$ cat config.mk
export PLATFORM = sky130hd
export DESIGN_NAME = alu_arbiter
export DESIGN_NICKNAME = d
export VERILOG_FILES = /design/src/rtl/alu_pkg.sv /design/src/rtl/rr_arbiter.sv /design/src/rtl/alu_arbiter.sv
export SDC_FILE = /design/constraint.sdc
export NUM_CORES = 1
export LEC_CHECK = 0
export ABC_CLOCK_PERIOD_IN_PS = 3700
export BUFFER_PORTS_ARGS = -buffer_cell sky130_fd_sc_hd__buf_2
export CAP_MARGIN = 20
export CORE_UTILIZATION = 30
export DETAILED_ROUTE_END_ITERATION = 7
export GPL_ROUTABILITY_DRIVEN = 0
export PLACE_DENSITY = 0.62
export SLEW_MARGIN = 40
export SYNTH_ARGS = -nofsm -noshare
export SYNTH_HDL_FRONTEND = slang
export SYNTH_SLANG_ARGS = --single-unit
$ cat constraint.sdc
create_clock -name clk -period 3.7 [get_ports clk]
set_input_delay 0.555 -clock clk [delete_from_list [all_inputs] [get_ports clk]]
set_output_delay 0.555 -clock clk [all_outputs]
set_load 0.01 [all_outputs]
$ cat src/rtl/alu_pkg.sv
// Shared types for the arbitrated ALU: opcode encoding, FSM state and
// the saturation limit of the accepted-operation counter.
package alu_pkg;

   typedef enum logic [2:0] {
      OP_AND = 3'b000,
      OP_OR  = 3'b001,
      OP_ADD = 3'b010,
      OP_SUB = 3'b110,
      OP_SLT = 3'b111
   } op_e;

   typedef enum logic [1:0] {
      S_IDLE = 2'b00,
      S_EXEC = 2'b01,
      S_RESP = 2'b10
   } state_t;

   localparam logic [15:0] CNT_MAX = 16'hFFFF;

endpackage

$ cat src/rtl/rr_arbiter.sv
// Round-robin grant selection: the search begins at ptr and wraps, so the
// first requester at or after ptr wins. Purely combinational.
module rr_arbiter
   import alu_pkg::*;
#(
   parameter int N  = 4,
   parameter int IW = $clog2(N)
) (
   input  logic [N-1:0]  req,
   input  logic [IW-1:0] ptr,
   output logic [N-1:0]  gnt,
   output logic [IW-1:0] idx,
   output logic          any
);

   logic          found;
   logic [IW-1:0] pos;

   // Walk requesters starting at ptr, keep the first one that is asserted.
   always_comb begin
      gnt   = '0;
      idx   = '0;
      found = 1'b0;
      pos   = '0;
      for (int i = 0; i < N; i++) begin
         pos = IW'((int'(ptr) + i) % N);
         if (!found && req[pos]) begin
            found    = 1'b1;
            gnt[pos] = 1'b1;
            idx      = pos;
         end
      end
   end

   assign any = |req;

endmodule

$ cat src/rtl/alu_arbiter.sv
// N requesters share one ALU. A round-robin arbiter picks one operation,
// the FSM captures its operands, evaluates for one cycle and presents a
// response that is held until the consumer takes it.
//
// Handshake: a transfer happens on a rising edge where valid and ready are
// both 1. Requesters hold req_valid and operands until their req_ready bit
// is seen; rsp_valid and all rsp_* fields stay constant until rsp_ready.
module alu_arbiter
   import alu_pkg::*;
#(
   parameter int W  = 32,
   parameter int N  = 4,
   localparam int IW = $clog2(N)
) (
   input  logic                clk,
   input  logic                rst,
   input  logic [N-1:0]        req_valid,
   output logic [N-1:0]        req_ready,
   input  logic [N-1:0][2:0]   req_f,
   input  logic [N-1:0][W-1:0] req_a,
   input  logic [N-1:0][W-1:0] req_b,
   output logic                rsp_valid,
   input  logic                rsp_ready,
   output logic [W-1:0]        rsp_result,
   output logic                rsp_zero,
   output logic                rsp_err,
   output logic [IW-1:0]       rsp_id,
   output logic [15:0]         op_count,
   output logic [1:0]          dbg_state
);

   state_t        state_q, state_d;
   logic [IW-1:0] ptr_q;
   logic [2:0]    f_q;
   logic [W-1:0]  a_q, b_q;
   logic [IW-1:0] id_q;
   logic [W-1:0]  res_q;
   logic          zero_q, err_q;
   logic [IW-1:0] rid_q;
   logic [15:0]   cnt_q;

   logic [N-1:0]  gnt;
   logic [IW-1:0] gnt_idx;
   logic          gnt_any;
   logic          accept;
   logic [W-1:0]  alu_res;
   logic          alu_err;

   rr_arbiter #(.N(N), .IW(IW)) u_rr (
      .req (req_valid),
      .ptr (ptr_q),
      .gnt (gnt),
      .idx (gnt_idx),
      .any (gnt_any)
   );

   // Next state and accept decision; a new op may enter from IDLE or from
   // RESP in the same cycle the pending response is consumed.
   always_comb begin
      state_d = state_q;
      accept  = 1'b0;
      case (state_q)
         S_IDLE: begin
            if (gnt_any) begin
               accept  = 1'b1;
               state_d = S_EXEC;
            end
         end
         S_EXEC: state_d = S_RESP;
         S_RESP: begin
            if (rsp_ready) begin
               if (gnt_any) begin
                  accept  = 1'b1;
                  state_d = S_EXEC;
               end else begin
                  state_d = S_IDLE;
               end
            end
         end
         default: state_d = S_IDLE;
      endcase
      if (rst) begin
         accept = 1'b0;
      end
   end

   assign req_ready = accept ? gnt : '0;

   // Single shared ALU working on the captured operands.
   always_comb begin
      alu_res = '0;
      alu_err = 1'b0;
      case (f_q)
         OP_AND:  alu_res = a_q & b_q;
         OP_OR:   alu_res = a_q | b_q;
         OP_ADD:  alu_res = a_q + b_q;
         OP_SUB:  alu_res = a_q - b_q;
         OP_SLT:  alu_res = {{(W-1){1'b0}}, (a_q < b_q)};
         default: alu_err = 1'b1;
      endcase
   end

   // State register, round-robin pointer and operand capture on accept.
   always_ff @(posedge clk) begin
      if (rst) begin
         state_q <= S_IDLE;
         ptr_q   <= '0;
         f_q     <= '0;
         a_q     <= '0;
         b_q     <= '0;
         id_q    <= '0;
      end else begin
         state_q <= state_d;
         if (accept) begin
            ptr_q <= (gnt_idx == IW'(N-1)) ? '0 : gnt_idx + 1'b1;
            f_q   <= req_f[gnt_idx];
            a_q   <= req_a[gnt_idx];
            b_q   <= req_b[gnt_idx];
            id_q  <= gnt_idx;
         end
      end
   end

   // Response registers load only at the end of EXEC, so they stay put in RESP.
   always_ff @(posedge clk) begin
      if (rst) begin
         res_q  <= '0;
         zero_q <= 1'b1;
         err_q  <= 1'b0;
         rid_q  <= '0;
      end else if (state_q == S_EXEC) begin
         res_q  <= alu_res;
         zero_q <= (alu_res == '0);
         err_q  <= alu_err;
         rid_q  <= id_q;
      end
   end

   // Accepted-operation counter, sticks at its maximum.
   always_ff @(posedge clk) begin
      if (rst) begin
         cnt_q <= '0;
      end else if (accept && (cnt_q != CNT_MAX)) begin
         cnt_q <= cnt_q + 16'd1;
      end
   end

   assign rsp_valid  = (state_q == S_RESP);
   assign rsp_result = res_q;
   assign rsp_zero   = zero_q;
   assign rsp_err    = err_q;
   assign rsp_id     = rid_q;
   assign op_count   = cnt_q;
   assign dbg_state  = state_q;

endmodule

* Word-level counts from Yosys, hierarchy flattened
Index checks and enable logic that the tools add are counted.
Cells by class: add/sub/neg operators 7, $lt $le $gt $ge 10, equal/unequal tests 10, multiplexer cells 45, bitwise logic cells 5, reduce and logical (&&, ||, !) cells 17
Operators with widths (number):
- case mux 32 bit (5 select lines) | 1
- binary-select mux 32 bit (select 2 bit) | 2
- two-way mux 32 bit | 2
- adder 32 bit | 1
- AND 32 bit | 1
- logical NOT 32 bit | 1
- less-than comparator 32 bit | 1
- bitwise OR 32 bit | 1
- subtractor 32 bit | 1
- two-way mux 4 bit | 5
- adder 16 x 1 -> 16 bit, second input constant | 1
- two-way mux 1 bit | 16
- inequality test 16 bit, second input constant | 1
- less-than comparator 2 x 3 -> 1 bit, second input constant | 5
- two-way mux 2 bit | 7
- bitwise OR 4 bit | 3
- binary-select mux 1 bit (select 2 bit) | 4
- demux 1 bit (select 2 bit) | 4
- >= comparator 2 x 1 -> 1 bit, second input constant | 4
- logical AND 1 bit | 8
- binary-select mux 3 bit (select 2 bit) | 1
- == test 3 bit, second input constant | 2
- case mux 2 bit (3 select lines) | 1
- OR reduction 5 bit | 1
- 15 further kinds | 20
Word-level totals: bits in registers 125, bits of input ports 275, output and inout port bits 59, logic and storage cells 105

* Depth between registers and ports, before layout
Gate-level depths: netlist of the first run.
depth in word-level cells 14, depth in mapped cells 17, depth with buffers taken out 14

* Cells and area by module
A second synthesis of the first run with hierarchy kept.
Second synthesis, totals: cells, all modules 1498, area, all modules 11975.2 sq um
By module, submodules not included:
- alu_arbiter | times used 1, cells each 1449, area an instance 11563.6 sq um, sequential area each 2502.4 sq um
- rr_arbiter | times used 1, cells each 49, area an instance 411.6 sq um, sequential area each 0.0 sq um

* Worst setup path before layout of the first run
Ideal clock, no wire load.
path kind reg-to-reg, from register (tool-made name), to register b_q[0], setup time 129 ps, arrival time 3378 ps, data required time 3571 ps, path slack 192 ps, cell stages (with the launch flop) 17, buffers on the path 4, period minus slack after synthesis 3508 ps, cells stage by stage dfxtp_1 -> buf_2 -> clkinv_1 -> ha_1 -> clkbuf_1 -> or3_1 -> a21oi_1 -> a31oi_1 -> o22ai_1 -> nand2_1 -> o21ai_0 -> a21o_1 -> clkbuf_1 -> clkbuf_1 -> nand3_1 -> nand3_1 -> o31ai_1
RTL lines:
- end signal, assigned | RTL line alu_arbiter.sv:118 | b_q <= req_b[gnt_idx];
- end, declared | RTL line alu_arbiter.sv:35 | logic [W-1:0] a_q, b_q;

* Worst setup path after layout of the first run
from register a_q[9], to register zero_q (netlist: rsp_zero)
On the way: word-level cells in the longest chain between the ends 3, elaborated cells between the ends (all ways) 7, those cells by class add/sub (2); order compare (1); mux (1); bitwise (2); reduce/logical (1)
Ends and longest elaborated chain:
- start, declared | RTL line alu_arbiter.sv:35
- start signal, assigned | RTL line alu_arbiter.sv:117 | a_q <= req_a[gnt_idx];
- subtractor 32 bit, or another cell as far along | RTL line alu_arbiter.sv:97 | OP_SUB: alu_res = a_q - b_q;
- case mux 32 bit (5 select lines) (*) | RTL line alu_arbiter.sv:93 | case (f_q)
- logical NOT 32 bit (*) | RTL line alu_arbiter.sv:133 | zero_q <= (alu_res == '0);
- end signal, assigned | RTL line alu_arbiter.sv:133
- end, declared | RTL line alu_arbiter.sv:38 | logic zero_q, err_q;
Mark *: on every way between the ends. The rest lies on a longest branch, timed or not. A chain may end at the register's enable or synchronous reset.

==> results of run 1 <==
[final cells by class]
class,instances,share of cell area
Sequential cell,125,0.158
Inverter,98,0.0233
Tap cell,525,0.0415
Timing Repair Buffer,441,0.163
Multi-Input combinational cell,1528,0.577
Clock inverter,8,0.00744
Clock buffer,22,0.0287
[layout by cell type, fill, tap and decap left out, types with 8 or more instances in the layout]
cell	count
sky130_fd_sc_hd__nand4_1	12
sky130_fd_sc_hd__nor2_1	143
sky130_fd_sc_hd__o21ai_0	59
sky130_fd_sc_hd__nand3_1	221
sky130_fd_sc_hd__mux2i_1	12
sky130_fd_sc_hd__o31ai_1	18
sky130_fd_sc_hd__xor2_1	14
sky130_fd_sc_hd__buf_4	101
sky130_fd_sc_hd__or3_1	9
sky130_fd_sc_hd__dfxtp_1	122
sky130_fd_sc_hd__inv_1	94
sky130_fd_sc_hd__buf_12	8
sky130_fd_sc_hd__nor4_1	10
sky130_fd_sc_hd__a31oi_1	15
sky130_fd_sc_hd__and4_1	10
sky130_fd_sc_hd__nand2_1	416
sky130_fd_sc_hd__a221oi_1	12
sky130_fd_sc_hd__a21o_1	10
sky130_fd_sc_hd__a21oi_1	148
sky130_fd_sc_hd__nor2b_1	25
sky130_fd_sc_hd__xnor2_1	17
sky130_fd_sc_hd__nor3_1	41
sky130_fd_sc_hd__nand2b_1	14
sky130_fd_sc_hd__o211ai_1	16
sky130_fd_sc_hd__clkbuf_16	17
sky130_fd_sc_hd__buf_2	332
sky130_fd_sc_hd__and3_1	11
sky130_fd_sc_hd__ha_1	112
sky130_fd_sc_hd__a211oi_1	31
[logic make-up (layout without fill, tap and decap cells)]
family                     count (synthesis)  in the layout  share of synthesized area
and+or+nand+nor                          945            945                      0.344
AOI/OAI and AO/OA                        419            419                      0.227
buffers and inverters                    228            569                     0.0717
DFF                                      125            125                      0.202
adders and majority gates                120            120                      0.123
xor gates and xnor gates                  31             31                     0.0220
muxes                                     13             13                     0.0106
[worst min path at each step]
stage | startpoint | endpoint | depth (start not counted)
3_5_place_dp | id_q[1] | id_q[1] | 2
4_1_cts | id_q[0] | rsp_id[0] | 2
5_1_grt | id_q[0] | rsp_id[0] | 2
6_report | id_q[0] | rsp_id[0] | 2
3_3_place_gp | id_q[0] | rsp_id[0] | 2
2_1_floorplan | id_q[1] | rsp_id[1] | 2
[synthesized netlist by cell type, types with 9 or more instances]
master,number
sky130_fd_sc_hd__a221oi_1,13
sky130_fd_sc_hd__nor2_1,144
sky130_fd_sc_hd__a21o_1,12
sky130_fd_sc_hd__a211oi_1,33
sky130_fd_sc_hd__nor4_1,11
sky130_fd_sc_hd__and4_1,10
sky130_fd_sc_hd__o31ai_1,19
sky130_fd_sc_hd__dfxtp_1,125
sky130_fd_sc_hd__and3_1,11
sky130_fd_sc_hd__nor2b_1,26
sky130_fd_sc_hd__ha_1,118
sky130_fd_sc_hd__nand2_1,416
sky130_fd_sc_hd__clkbuf_1,97
sky130_fd_sc_hd__nand4_1,12
sky130_fd_sc_hd__a21oi_1,152
sky130_fd_sc_hd__or3_1,9
sky130_fd_sc_hd__xnor2_1,17
sky130_fd_sc_hd__buf_1,18
sky130_fd_sc_hd__mux2i_1,12
sky130_fd_sc_hd__o211ai_1,16
sky130_fd_sc_hd__o21ai_0,60
sky130_fd_sc_hd__nand3_1,221
sky130_fd_sc_hd__nor3_1,42
sky130_fd_sc_hd__xor2_1,14
sky130_fd_sc_hd__nand2b_1,14
sky130_fd_sc_hd__a31oi_1,15
sky130_fd_sc_hd__inv_1,96
sky130_fd_sc_hd__buf_2,12
[power by group through the flow]
stage | Sequential (mW) | Combinational (mW) | Clock (mW)
2_1_floorplan | 1.93 | 5.36 | 0
3_3_place_gp | 1.95 | 7.99 | 0
3_5_place_dp | 1.97 | 8.08 | 0
4_1_cts | 1.94 | 8.11 | 1.70
5_1_grt | 2.00 | 9.18 | 1.76
6_report | 1.95 | 8.41 | 1.68
[critical path, stage by stage (launching register included)]
cell and delay [ns]:
sky130_fd_sc_hd__dfxtp_1 0.42, sky130_fd_sc_hd__inv_1 0.07, sky130_fd_sc_hd__ha_1 0.39, sky130_fd_sc_hd__a21oi_1 0.23, sky130_fd_sc_hd__a21oi_1 0.12, sky130_fd_sc_hd__o21bai_1 0.18
sky130_fd_sc_hd__o311ai_2 0.18, sky130_fd_sc_hd__buf_4 0.19, sky130_fd_sc_hd__a2111oi_0 0.54, sky130_fd_sc_hd__a2111oi_0 0.15, sky130_fd_sc_hd__a311oi_1 0.35, sky130_fd_sc_hd__o2111a_1 0.25
sky130_fd_sc_hd__and4_1 0.20, sky130_fd_sc_hd__and4_1 0.18, sky130_fd_sc_hd__a31o_1 0.14
[stage by stage]
stage | instance area, µm² | utilization
finish | 15800 | 0.394
global route | 15800 | 0.394
CTS | 15700 | 0.390
detailed placement | 15100 | 0.376
global placement | 15100 | 0.376
floorplan | 12400 | -
[repair_timing]
item                                    in CTS  in global routing
hold endpoints to repair                     0                  0
endpoints found under the setup margin       0                  7
setup buffers                                0                  2
hold buffers                                 0                  0
resized for setup                            0                 30
[per-layer routing]
layer,share of wire,vias up
met5,0,-
met3,0.077,68
met1,0.47,6824
li1,-,7209
met2,0.43,672
met4,0.026,0
[registers in the layout, indices dropped and copies added (netlist names), named ones only]
| register | count |
|---|---|
| rsp_zero | 1 |
| rsp_id | 2 |
| op_count | 16 |
| a_q | 32 |
| dbg_state | 2 |
| ptr_q | 1 |
| b_q | 32 |
| f_q | 3 |
| rsp_result | 32 |
| rsp_err | 1 |
| id_q | 2 |
==> results.md, run 1 <==
* Kind of path behind the tightest hold check: flop to flop
* FF+latch count, synth at 125
* Number of warnings printed during yosys synthesis at 0
* Pre-CTS WS at 0.0522 ns
* Total wirelength of the detailed-routed design at 48.4 mm
* Endpoint class of the critical path: flop
* Total power at 12.0 mW
* Cell area after synthesis at 12,400 µm²
* Final antenna diode count at 0
* LEAKAGE at 7.20 nW
* Count of TritonRoute iterations in the first routing pass at 5
* Placement Rows at 73
* Synth async-reset ratio at 0
* Met3 demand-to-capacity share in global routing at 0.0414
* First-iteration detailed-routing DRC count at 1,304
* Total die area at 42,000 µm²
* Critical path startpoint category: flop
* Buffers on Ports at 333
* Dpl hpwl at 38.9 mm
* Unrepaired setup endpoints after global routing: no
* Max Freq at 0.276 GHz
* VDD IR-drop max at 0.446 mV
* Sinks on the clock net at 125
* Post-synthesis net count at 2,276
* Area of combinational cells with multiple inputs at 9130 µm²
* Seq. cell area at 2510 µm²
* Final hold violations at 0
* Nets at 2,606
* Combinational share of power at 0.699
* CTS H-tree depth at 4
* Count of non-filler cells in the finished layout at 2,747
* Power Internal at 5.87 mW
* Number of unique standard cell types used by synthesis at 88
* Share of the yosys chip area belonging to registers at 0.202
* Leftover overflow at the end of global routing at 0
* Per-cell routed wire length at 17.6 µm
* Worst Reg2Reg Path Length in Cells at 14
* Period utilisation layout at 0.980
* FF-to-FF setup slack at 0.07 ns
* Std-Cell Core Area at 40,200 µm²
* TritonCTS clock tree: built
* Total via count after detailed routing at 14,800
* Max transition margin at 0.473
* Most Used Layer, Global Route: met2
* Pin count of the biggest net entering global routing at 94
* Global-route wire length before repair at 74.8 mm
* Met2 global-route usage at 0.338
* Mean cell area of the mapped netlist at 6.57 µm²
* Clock root cell: sky130_fd_sc_hd__clkbuf_16
* Area leader, netlist: sky130_fd_sc_hd__dfxtp_1
* Starting density of the core at 0.308
* Actual slew at the worst max-slew pin at 0.790 ns
* Overall die width at 205 µm
* CP endpoint: rsp_zero
* Tmin final at 3.63 ns
* Number of top-level pins at 334
* Post-detailed-route count of antenna-violating nets at 0
* Global-route track usage on met1 at 0.319
* Sw power at 6.15 mW
* Setup WS post-layout at 0.0736 ns
* Number of flops mapped to enable cells by yosys at 0
* Gate Count Post-Synth at 1,881
* Worst setup path category: flop to flop
* Run status: finished clean
* Fraction of layout instances using a drive strength above 1 at 0.236
* Data arrival time of the worst path at 4.00 ns
* Total global routing track utilization at 0.225
* Total negative slack at 0 ns
* Register share of total power at 0.162
* Clock power share at 0.139
* Die Height at 205 µm
* Crit path from: a_q[9]
* Number of cells after detailed placement at 2,715
* Via count of the first global-routing pass at 13,700
* Terminus of the critical flop-to-flop path: rsp_zero
* Crit path max fanout at 6
* Max-capacitance violation count at 0
* Final Skew at 0.00881 ns
* Vias per Instance at 5.38
* Area overhead of the layout relative to synthesis at 27.9%
* Main flop type after synthesis: sky130_fd_sc_hd__dfxtp_1
* Pwr Density at 760 nW/µm²
* Launch point of the worst reg-to-reg path: a_q[9]
* Antenna violations before repair at 0
* Clock buffers created by TritonCTS at 17
* Longest Clk Path Bufs at 2
* Clock latency on the worst-skew pair at 0.43 ns
* Max-slew violation count at 0
* Data required time at the worst endpoint at 4.08 ns
* Final routed DRC violation total at 0
* Portion of synthesized cell area occupied by the leading cell type at 0.202
* Switching share of power at 0.512
* Worst hold margin at 0.446 ns
* Clock-pin slew on the worst setup and hold paths at 0.06 ns
* Number of fillers in the final layout at 4,265
* Ranking of synthesized cells by area: sky130_fd_sc_hd__dfxtp_1 (20%), sky130_fd_sc_hd__nand2_1 (13%), sky130_fd_sc_hd__ha_1 (12%), sky130_fd_sc_hd__nand3_1 (8.9%), sky130_fd_sc_hd__a21oi_1 (6.2%)
* Final-report setup violation count at 0
No activity file was read; power rests on OpenSTA's default activity.
==> run 2: changes to the inputs <==
--- a/config.mk
+++ b/config.mk
@@ -8,10 +8,12 @@
 export ABC_CLOCK_PERIOD_IN_PS = 3700
 export BUFFER_PORTS_ARGS = -buffer_cell sky130_fd_sc_hd__buf_2
 export CAP_MARGIN = 20
+export CELL_PAD_IN_SITES_DETAIL_PLACEMENT = 1
+export CELL_PAD_IN_SITES_GLOBAL_PLACEMENT = 1
 export CORE_UTILIZATION = 30
 export DETAILED_ROUTE_END_ITERATION = 7
 export GPL_ROUTABILITY_DRIVEN = 0
-export PLACE_DENSITY = 0.62
+export PLACE_DENSITY = 0.81
 export SLEW_MARGIN = 40
 export SYNTH_ARGS = -nofsm -noshare
 export SYNTH_HDL_FRONTEND = slang
==> run 2 against run 1 <==
- first-iteration DRC count fell by 12%
- hold slack improved by 0.0076 ns
- fmax decreased by 1.7%
- die area unchanged
- critical path depth down 4
- routed wire length is 10% higher
- clock power up 12%
- final cell count stayed put
- global-route usage is 2.6 points higher
- count of clock-buffer cells in the layout is 4 lower
- register-to-register slack got worse by 0.06 ns
- largest cell class unchanged
- largest power group unchanged
==> results.md, run 2 (synthesis results as in run 1) <==
* Run status: finished clean
* Final routed DRC violation total at 0 (unchanged)
* Actual slew at the worst max-slew pin at 0.826 ns (+0.0357 ns)
* Leftover overflow at the end of global routing at 0 (unchanged)
* TritonCTS clock tree: built
* Tmin final at 3.69 ns (+0.0626 ns)
* First-iteration detailed-routing DRC count at 1,146 (-12%)
* Per-cell routed wire length at 19.5 µm (+10%)
* Die Height at 205 µm (unchanged)
* Pin count of the biggest net entering global routing at 73 (-22%)
* Register share of total power at 0.157 (-0.005)
* Final antenna diode count at 0 (unchanged)
* Final Skew at 0.00742 ns (-0.00139 ns)
* Dpl hpwl at 42.7 mm (+9.8%)
* Max-capacitance violation count at 0 (unchanged)
* VDD IR-drop max at 0.383 mV (-14%)
* Total power at 12.6 mW (+4.4%)
* Switching share of power at 0.520 (+0.00847)
* Starting density of the core at 0.308 (unchanged)
* Terminus of the critical flop-to-flop path: rsp_zero
* Period utilisation layout at 0.997 (+0.0169)
* Longest Clk Path Bufs at 2 (unchanged)
* Count of non-filler cells in the finished layout at 2,747 (unchanged)
* Via count of the first global-routing pass at 15,400 (+12%)
* Total via count after detailed routing at 15,200 (+2.7%)
* Overall die width at 205 µm (unchanged)
* Fraction of layout instances using a drive strength above 1 at 0.241 (+0.00495)
* Max Freq at 0.271 GHz (-1.7%)
* Number of top-level pins at 334 (unchanged)
* Crit path max fanout at 15 (+9)
* Buffers on Ports at 333 (unchanged)
* Post-detailed-route count of antenna-violating nets at 0 (unchanged)
* Nets at 2,604 (-0.077%)
* Number of cells after detailed placement at 2,711 (-0.15%)
* Data required time at the worst endpoint at 4.03 ns (-0.05 ns)
* Data arrival time of the worst path at 4.02 ns (+0.02 ns)
* Clock-pin slew on the worst setup and hold paths at 0.06 ns (about the same)
* Worst Reg2Reg Path Length in Cells at 10 (-4)
* Kind of path behind the tightest hold check: flop to flop
* Total wirelength of the detailed-routed design at 53.4 mm (+10%)
* Pre-CTS WS at -0.0693 ns (-0.121 ns)
* LEAKAGE at 7.25 nW (+0.67%)
* Global-route wire length before repair at 83.5 mm (+12%)
* Worst setup path category: flop to flop
* Worst hold margin at 0.453 ns (+0.00763 ns)
* Antenna violations before repair at 0 (unchanged)
* Most frequent standard cell in the layout excluding fill and tap cells: sky130_fd_sc_hd__nand2_1
* Setup WS post-layout at 0.0110 ns (-0.0626 ns)
* Power Internal at 6.03 mW (+2.6%)
* Clock buffers created by TritonCTS at 17 (unchanged)
* Std-Cell Core Area at 40,200 µm² (unchanged)
* Placement Rows at 73 (unchanged)
* Clock root cell: sky130_fd_sc_hd__clkbuf_16
* Unrepaired setup endpoints after global routing: yes
* Sw power at 6.53 mW (+6.1%)
* Count of TritonRoute iterations in the first routing pass at 5 (unchanged)
* Worst hold path startpoint: id_q[0]
* Clock latency on the worst-skew pair at 0.44 ns (about the same)
* Launch point of the worst reg-to-reg path: f_q[1]
* Final-report setup violation count at 0 (unchanged)
* Max-slew violation count at 0 (unchanged)
* Clock power share at 0.151 (+0.012)
* Vias per Instance at 5.52 (+2.7%)
* Top library cells by usage in the layout, fill and taps aside: sky130_fd_sc_hd__nand2_1 (416), sky130_fd_sc_hd__buf_2 (332), sky130_fd_sc_hd__nand3_1 (221)
* Critical path startpoint category: flop
* Endpoint class of the critical path: flop
* Total global routing track utilization at 0.251 (+0.0260)
* Pwr Density at 791 nW/µm² (+4.0%)
* Utilization after layout at 0.395 (+0.00162)
* Sinks on the clock net at 125 (unchanged)
* Total die area at 42,000 µm² (unchanged)
* Worst hold path cell count at 2 (unchanged)
* Combinational share of power at 0.692 (-0.007)
* Area overhead of the layout relative to synthesis at 28.5%
* FF-to-FF setup slack at 0.01 ns (-0.06 ns)
* CTS H-tree depth at 4 (unchanged)
* Final hold violations at 0 (unchanged)
* Max transition margin at 0.450 (-0.0238)
* Hold Path End: rsp_id[0]
[run 2: changes by cell type in the layout (fill, tap and decap cells not counted), sizes merged]
cell and change:
buf -2, bufinv +2, clkbuf -4, clkinvlp +3
inv +1
[run 2: worst max-delay path, cell delays in order (launching register included)]
cell and delay [ns]:
sky130_fd_sc_hd__dfxtp_1 0.71, sky130_fd_sc_hd__nand2b_1 0.40, sky130_fd_sc_hd__buf_4 0.29, sky130_fd_sc_hd__buf_4 0.20, sky130_fd_sc_hd__nor2_1 0.61, sky130_fd_sc_hd__a21oi_1 0.28, sky130_fd_sc_hd__and4_1 0.29, sky130_fd_sc_hd__and4_1 0.19
sky130_fd_sc_hd__and4_1 0.20, sky130_fd_sc_hd__and4_1 0.18, sky130_fd_sc_hd__a31o_1 0.21
[run 2: cell type report]
class	count	area, µm²
Clock inverter	14	216
Tap cell	525	657
Clock buffer	18	439
Multi-Input combinational cell	1528	9170
Timing Repair Buffer	439	2520
Sequential cell	125	2510
Inverter	98	368
Fill cell	5232	24300
[run 2: worst max-delay path by stage]
| stage | cells after the start | end | from | slack, ns |
|---|---|---|---|---|
| final | 10 | rsp_zero | f_q[1] | 0.01 |
| after global routing | 14 | rsp_zero | a_q[9] | -0.14 |
| after CTS | 14 | rsp_zero | a_q[0] | 0.01 |
| after detailed placement | 13 | rsp_zero | a_q[13] | -0.07 |
| after global placement | 14 | rsp_zero | a_q[0] | 0.05 |
| after floorplan | 16 | b_q[0] | flop | 0.19 |
[run 2: power by group through the flow]
stage | Clock, mW | Sequential (mW) | Combinational [mW]
2_1_floorplan | 0 | 1.93 | 5.36
5_1_grt | 1.97 | 2.03 | 9.44
4_1_cts | 1.92 | 1.97 | 8.31
6_report | 1.89 | 1.98 | 8.69
3_5_place_dp | 0 | 2.00 | 8.24
3_3_place_gp | 0 | 1.96 | 8.01
[run 2: per-layer routing]
| layer | share of wire | vias up | GRT usage |
|---|---|---|---|
| met3 | 0.074 | 97 | 0.0514 |
| met5 | 0 | - | 0 |
| met2 | 0.45 | 632 | 0.406 |
| li1 | - | 7203 | - |
| met4 | 0.023 | 0 | 0.0696 |
| met1 | 0.45 | 7238 | 0.336 |
[run 2: per-stage QoR]
stage	instance area, µm²	TNS [ns]
after CTS	15700	0
after global placement	15000	0
after floorplan	12400	0
after detailed placement	15000	-0.0693
after global routing	15900	-0.142
final	15900	0
[run 2: what timing repair did]
| item | in CTS | in global routing |
|---|---|---|
| buffers inserted | 0 | 3 |
| hold endpoints to repair | 0 | 0 |
| resized for setup | 5 | 36 |
| pin swaps | 0 | 12 |
| hold buffers | 0 | 0 |
| endpoints found under the setup margin | 1 | 8 |
